===== src/rtl/div_pkg.sv =====
// Shared types and helpers for the signed shift-subtract divider.
package div_pkg;
  localparam int DIV_WIDTH = 8;
  localparam logic [DIV_WIDTH-1:0] DIV_ZERO_Q = 8'hFF;

  typedef enum logic [2:0] {IDLE, SETUP, ITER, FIXUP, DONE} div_state_t;

  // Two's-complement magnitude; -128 maps to 8'h80, read as unsigned 128.
  function automatic logic [DIV_WIDTH-1:0] abs_val(input logic [DIV_WIDTH-1:0] x);
    return x[DIV_WIDTH-1] ? (~x + 1'b1) : x;
  endfunction
endpackage


===== src/rtl/div_control.sv =====
// Divider sequencer: IDLE -> SETUP -> ITER x DIV_WIDTH -> FIXUP -> DONE, plus bit counter.
module div_control
  import div_pkg::*;
(
  input  logic clk,
  input  logic rst,
  input  logic run,
  input  logic clr_ldb,
  input  logic div_zero,
  output logic start,
  output logic ld_b,
  output logic setup,
  output logic shift_sub,
  output logic fixup,
  output logic busy
);
  localparam int CNT_W = $clog2(DIV_WIDTH);

  div_state_t       state, state_nx;
  logic [CNT_W-1:0] cnt;

  always_ff @(posedge clk or posedge rst) begin
    if (rst) begin
      state <= IDLE;
      cnt   <= '0;
    end else begin
      state <= state_nx;
      if (state == SETUP)     cnt <= CNT_W'(DIV_WIDTH - 1);
      else if (state == ITER) cnt <= cnt - 1'b1;
    end
  end

  always_comb begin
    state_nx = state;
    case (state)
      IDLE:    if (!run) state_nx = SETUP;
      SETUP:   state_nx = div_zero ? FIXUP : ITER;
      ITER:    if (cnt == '0) state_nx = FIXUP;
      FIXUP:   state_nx = DONE;
      DONE:    if (run) state_nx = IDLE;
      default: state_nx = IDLE;
    endcase
  end

  // Run wins over CLR_LDB when both are pressed in IDLE.
  always_comb begin
    start     = (state == IDLE) && !run;
    ld_b      = (state == IDLE) && run && !clr_ldb;
    setup     = (state == SETUP);
    shift_sub = (state == ITER);
    fixup     = (state == FIXUP);
    busy      = (state == SETUP) || (state == ITER) || (state == FIXUP);
  end
endmodule


===== src/rtl/signed_8bit_divider.sv =====
// Sequential signed divider for the switch/pushbutton panel; quotient on B_out, remainder on A_out.
// Optional DivZero status port is enabled by defining DIV_STATUS_EN.
module signed_8bit_divider
  import div_pkg::*;
(
  input  logic                 Clk,
  input  logic                 Reset,
  input  logic                 Run,
  input  logic                 CLR_LDB,
  input  logic [DIV_WIDTH-1:0] Switches,
  output logic [DIV_WIDTH-1:0] A_out,
  output logic [DIV_WIDTH-1:0] B_out,
`ifdef DIV_STATUS_EN
  output logic                 DivZero,
`endif
  output logic                 Busy
);
  localparam int W  = DIV_WIDTH;
  localparam int RW = W + 1;

  logic         start, ld_b, setup, shift_sub, fixup;
  logic [W-1:0] d, q, m;
  logic [RW-1:0] r;
  logic         sq, sr, dz;
  logic [W+1:0] rs;
  logic         ge;

  div_control u_ctrl (
    .clk      (Clk),
    .rst      (Reset),
    .run      (Run),
    .clr_ldb  (CLR_LDB),
    .div_zero (d == '0),
    .start    (start),
    .ld_b     (ld_b),
    .setup    (setup),
    .shift_sub(shift_sub),
    .fixup    (fixup),
    .busy     (Busy)
  );

  // One restoring step: shift {R,Q} left, subtract M when it fits.
  assign rs = {r, q[W-1]};
  assign ge = rs >= {2'b00, m};

  always_ff @(posedge Clk or posedge Reset) begin
    if (Reset) begin
      A_out <= '0;
      B_out <= '0;
      d     <= '0;
      q     <= '0;
      m     <= '0;
      r     <= '0;
      sq    <= 1'b0;
      sr    <= 1'b0;
      dz    <= 1'b0;
    end else begin
      if (start) d <= Switches;
      if (ld_b) begin
        B_out <= Switches;
        A_out <= '0;
      end
      if (setup) begin
        sq <= B_out[W-1] ^ d[W-1];
        sr <= B_out[W-1];
        dz <= (d == '0);
        m  <= abs_val(d);
        if (d == '0) begin
          q <= DIV_ZERO_Q;
          r <= {1'b0, abs_val(B_out)};
        end else begin
          q <= abs_val(B_out);
          r <= '0;
        end
      end
      if (shift_sub) begin
        r <= RW'(ge ? rs - {2'b00, m} : rs);
        q <= {q[W-2:0], ge};
      end
      if (fixup) begin
        if (dz) begin
          B_out <= DIV_ZERO_Q;
          A_out <= r[W-1:0];
        end else begin
          B_out <= sq ? (~q + 1'b1) : q;
          A_out <= sr ? (~r[W-1:0] + 1'b1) : r[W-1:0];
        end
      end
    end
  end

`ifdef DIV_STATUS_EN
  always_ff @(posedge Clk or posedge Reset) begin
    if (Reset)      DivZero <= 1'b0;
    else if (setup) DivZero <= 1'b0;
    else if (fixup) DivZero <= dz;
  end
`endif
endmodule


===== config.mk =====
export PLATFORM = sky130hd
export DESIGN_NAME = signed_8bit_divider
export DESIGN_NICKNAME = d
export VERILOG_FILES = /design/src/rtl/div_pkg.sv /design/src/rtl/div_control.sv /design/src/rtl/signed_8bit_divider.sv
export SDC_FILE = /design/constraint.sdc
export NUM_CORES = 1
export LEC_CHECK = 0
export CORE_UTILIZATION = 55
export CTS_CLUSTER_DIAMETER = 100
export DETAILED_ROUTE_END_ITERATION = 10
export PLACE_DENSITY_LB_ADDON = 0.1
export SETUP_SLACK_MARGIN = 0.3
export SKIP_CTS_REPAIR_TIMING = 1
export SLEW_MARGIN = 20
export SYNTH_ARGS = -nofsm -noshare
export SYNTH_HDL_FRONTEND = slang
export SYNTH_SLANG_ARGS = --single-unit
export TNS_END_PERCENT = 20

===== constraint.sdc =====
create_clock -name Clk -period 2.65 [get_ports Clk]
set_input_delay 0.265 -clock Clk [delete_from_list [all_inputs] [get_ports Clk]]
set_output_delay 0.265 -clock Clk [all_outputs]
set_load 0.05 [all_outputs]

* After elaboration in Yosys (flattened, before gate mapping)
Index checks and enable logic that the tools add are counted.
W data, S select, Z words.
** Word-level totals
- Word-level logic and storage cells :: 67
- Bits in registers :: 58
- Output and inout bits :: 17
- Input port bits :: 12
** Cells by class
- Bitwise logic cells :: 5
- Mux-type cells :: 24
- Magnitude comparators :: 1
- Equality and inequality tests :: 7
- Add/sub/neg operators :: 6
- Reduce and logical (&&, ||, !) cells :: 13
** Operators with widths (count)
- $mux W8 :: 14
- $add A8 B1 Y8 const B :: 4
- $not A8 Y8 :: 4
- $mux W9 :: 3
- $mux W3 :: 5
- $pmux W3 S5 :: 1
- $ge A10 B8 Y1 :: 1
- $sub A9 B8 Y9 :: 1
- $logic_not A8 Y1 :: 1
- $eq A3 B2 Y1 const B :: 2
- $logic_not A3 Y1 :: 2
- $ne A2 B2 Y1 const B :: 2
- $reduce_bool A2 Y1 :: 2
- $eq A3 B1 Y1 const B :: 1
- $eq A3 B3 Y1 const B :: 1
- $logic_and A1 B1 Y1 :: 3
- $reduce_and A3 Y1 :: 1
- $sub A3 B1 Y3 const B :: 1
- $logic_not A1 Y1 :: 2
- $logic_or A1 B1 Y1 :: 2
- $ne A2 B1 Y1 const B :: 1
- $mux W1 :: 1
- $xor A1 B1 Y1 :: 1

* Logic depth before layout (Yosys ltp)
Gate-level depths: netlist (run 1).
- Word-level depth :: 6
- Mapped depth :: 10
- Depth with buffers taken out :: 9

* Modules after synthesis
A second synthesis (run 1) with hierarchy kept.
** Second synthesis, totals
- Cells, all modules :: 399
- Area, all modules :: 3659.8 um2
** By module, submodules not included
- signed_8bit_divider :: sequential area each 1301.2 um2, instances 1, area an instance 3269.4 um2, cells each 356
- div_control :: sequential area each 150.1 um2, instances 1, area an instance 390.4 um2, cells each 43

* Worst setup path after synthesis (run 1)
Ideal clock, no wire load.
- Path type :: flip-flop to flip-flop
- From :: register q[7]
- To :: register r[0]
- Arrival time :: 2008 ps
- Path buffers :: 1
- Required time :: 2527 ps
- Clock period less this slack :: 2131 ps
- Library setup time :: 123 ps
- Stages on the path, launching flop included :: 11
- Setup slack :: 519 ps
- Cells stage by stage :: dfrtp_1 inv_1 ha_1 inv_1 fa_1 nand3_1 a31oi_1 nor4_2 buf_4 mux2i_1 o221a_2
** On the way
- Word-level cells in the longest chain between the ends :: 3
- Elaborated cells on any way between the ends :: 4
- Classes of those cells :: add/sub: 1; order compare: 1; mux: 2
** RTL lines
- start: declaration :: RTL line signed_8bit_divider.sv:22 : logic [W-1:0] d, q, m;
- start signal: assignment :: RTL line signed_8bit_divider.sv:72 : q <= abs_val(B_out);
- start signal: assignment :: RTL line signed_8bit_divider.sv:78 : q <= {q[W-2:0], ge};
- $sub A9 B8 Y9 / $ge A10 B8 Y1 (equally long branches) :: RTL line signed_8bit_divider.sv:77, signed_8bit_divider.sv:44
- $mux W9 * :: RTL line signed_8bit_divider.sv:77 : r <= RW'(ge ? rs - {2'b00, m} : rs);
- $mux W9 * :: RTL line signed_8bit_divider.sv:76 : if (shift_sub) begin
- end signal: assignment :: RTL line signed_8bit_divider.sv:70 : r <= {1'b0, abs_val(B_out)};
- end signal: assignment :: RTL line signed_8bit_divider.sv:77
- end: declaration :: RTL line signed_8bit_divider.sv:23 : logic [RW-1:0] r;
Mark *: on every way between the ends. The rest lies on a longest branch, timed or not.
A chain may end at the register's enable or synchronous reset.

* Worst setup path after layout (run 1)
- From :: register u_ctrl.state[0]
- To :: output Busy
** On the way
- Word-level cells in the longest chain between the ends :: 3
- Elaborated cells on any way between the ends :: 5
- Classes of those cells :: eq/ne: 3; reduce/logical: 2
** RTL lines
- start: declaration :: RTL line div_control.sv:19 : div_state_t state, state_nx;
- start signal: assignment :: RTL line div_control.sv:27 : state <= state_nx;
- $eq A3 B1 Y1 / $eq A3 B2 Y1 (equally long branches) :: RTL line div_control.sv:52 : busy = (state == SETUP) || (state == ITER) || (state == FIXUP);
- $logic_or A1 B1 Y1 :: RTL line div_control.sv:52
- $logic_or A1 B1 Y1 * :: RTL line div_control.sv:52
- end: declaration :: RTL line signed_8bit_divider.sv:16 : output logic Busy
Marks and branches as above.

==> metrics.cfg, run 1 <==
[drt]
drcViolationCount = 0
ant_nets = 0
drt-vias-per-instance = 5.90
wl_met2_um = 4120
wl_per_cell_um = 17.3
wl_met1_um = 4090
maxUsedRoutingLayer = met4
drtPass1Iterations = 5
dr.first_iter.drc_count = 284
wl_um = 8740
dr_wl_met3_um = 330
vias = 2978

[synth]
yosys_most_used_dff = dfrtp_1
async_flop_share = 1.00
synthCells = 398
ys_seq_area_frac = 0.406
syn-num-nets = 425
synth_seq_cells = 58
synth_cell_types = 53
yosys_warnings = 0
synth-edff-count = 0
synth.avg_cell_area_um2 = 8.98
netlist_area_mm2 = 0.00357

[timing]
worst_pin_slew_ps = 744
fin_crit_sh = 0.857
hold_viol = 0
final.setup_skew_ps = 3.13
maxSlewHeadroom = 0.504
rsz0062_at_grt = false
postLayoutSetupSlackWorst_ps = 379
fin_hold_ws_ps = 456
fin_crit_ps = 2270
fmax_mhz = 440
setup_viol_count_final = 0
final_max_slew_viol_count = 0
fin_tns_setup_ps = 0

[finish]
final_core_util = 0.654
layout_commonest_cell = dfrtp_1
syn_to_final_growth_pct = 15.6
final_cell_mix = 58 x dfrtp_1, 43 x nand2_1, 40 x o21ai_0, 28 x clkdlybuf4s50_1, 27 x a21oi_1
antenna_cells = 0
drive_gt1_frac = 0.117
nets = 454

[critical_path]
path_class = reg -> out
start_kind = register
worstPathRequired_ps = 2380
worstPathArrival_ps = 2010
endpoint_kind = output pin
crit_fanout = 12

[floorplanning]
die_h_um = 82.6
row_count = 29
start_util = 0.566
io_pins = 29
dieArea_mm2 = 0.00682
dieWidth_um = 82.6
core_region_area_mm2 = 0.00631

[grt]
antenna_found_initial = 0
gr-usage-all-layers = 0.288
grt_pass1_wl_um = 14100
grt_max_degree = 59
first_global_vias = 2764
grt-ovfl-total = 0

[clock_tree]
cts_buffer_depth = 2
cts_tree = built
numClockSinks = 58
numCtsBuffers = 9
insertion_delay_ps = 340
root_buffer = clkbuf_8
h-tree-depth = 3
clkTransAtPathRegs_ps = 60

[place]
numPortBuffers = 28
dp_slack_ps = 360
place.gp.congestion = 0.849
dp_hpwl_um = 6190

[worst_hold_path]
hp-class = in -> async

[outcome]
status = finished clean

[job]
cap_violations = 0

[flip-flops by register name, indices dropped and copies added, names as in the netlist]
name	flops
r	9
A_out	8
B_out	8
d	8
m	8
q	8
u_ctrl.cnt	3
u_ctrl.state	3
dz	1
sq	1
sr	1
[cell families after synthesis]
logic type | after synthesis | synth area share
multiplexers | 14 | 0.0413
adder cells (fa/ha/maj) | 15 | 0.0546
AND/OR/NAND/NOR | 126 | 0.184
flip-flops | 58 | 0.406
XOR/XNOR | 27 | 0.0662
AO/OA/AOI/OAI | 110 | 0.194
buffers and inverters | 48 | 0.0539
[worst paths after layout]
path,end,startpoint,slack (ps),cells after the start
max in group asynchronous,A_out[6],Reset,1700,3
min,d[6],Reset,460,3
min reg2reg,A_out[4],A_out[4],470,2
min in group Clk,A_out[4],A_out[4],470,2
max,Busy,u_ctrl.state[0],380,3
max reg2reg,r[0],q[7],400,10
[layer usage]
metal	track usage	vias to the layer above
li1	-	1456
met1	0.393	1428
met2	0.453	77
met3	0.0451	17
met4	0.128	0
met5	0	-
[synthesized netlist by cell type, types with 7 or more instances]
cell type,n,area (µm²)
dfrtp_1,58,1450
nand2_1,43,161
o21ai_0,40,200
a21oi_1,27,135
inv_1,26,97.6
nor2_1,24,90.1
xnor2_1,20,175
clkbuf_1,14,52.6
ha_1,14,175
mux2i_1,8,80.1
buf_2,7,35.0
nand2b_1,7,43.8
nor3_1,7,35.0
xor2_1,7,61.3
[metrics by stage]
stage                     instance area, µm²  cells
after floorplan                         3570    398
after global placement                  3910    488
after detailed placement                3910    488
after CTS                               4070    500
after global routing                    4130    505
final                                   4130    505
[cell type report]
class,count,area [µm²]
clock buffer,12,165
inverter,26,97.6
multi-input combinational,292,1950
sequential,58,1450
timing repair buffer,40,368
fill,546,2180
tap,77,96.3
[critical path, stage by stage (launching register included)]
cell	delay, ps
dfrtp_1	640
nor2_1	110
nor2_1	100
clkdlybuf4s50_1	810
Power of run 1 is left out: the tool's default activity adds up to more than one toggle a clock period on the data nets, which glitch-free logic cannot reach.
==> inputs of run 2 (changes only) <==
CAP_MARGIN = 0   (was unset)
==> results of run 2 <==
Final layout, timing and power as in run 1 (identical DEF).
Power of run 2 is left out for the same reason.
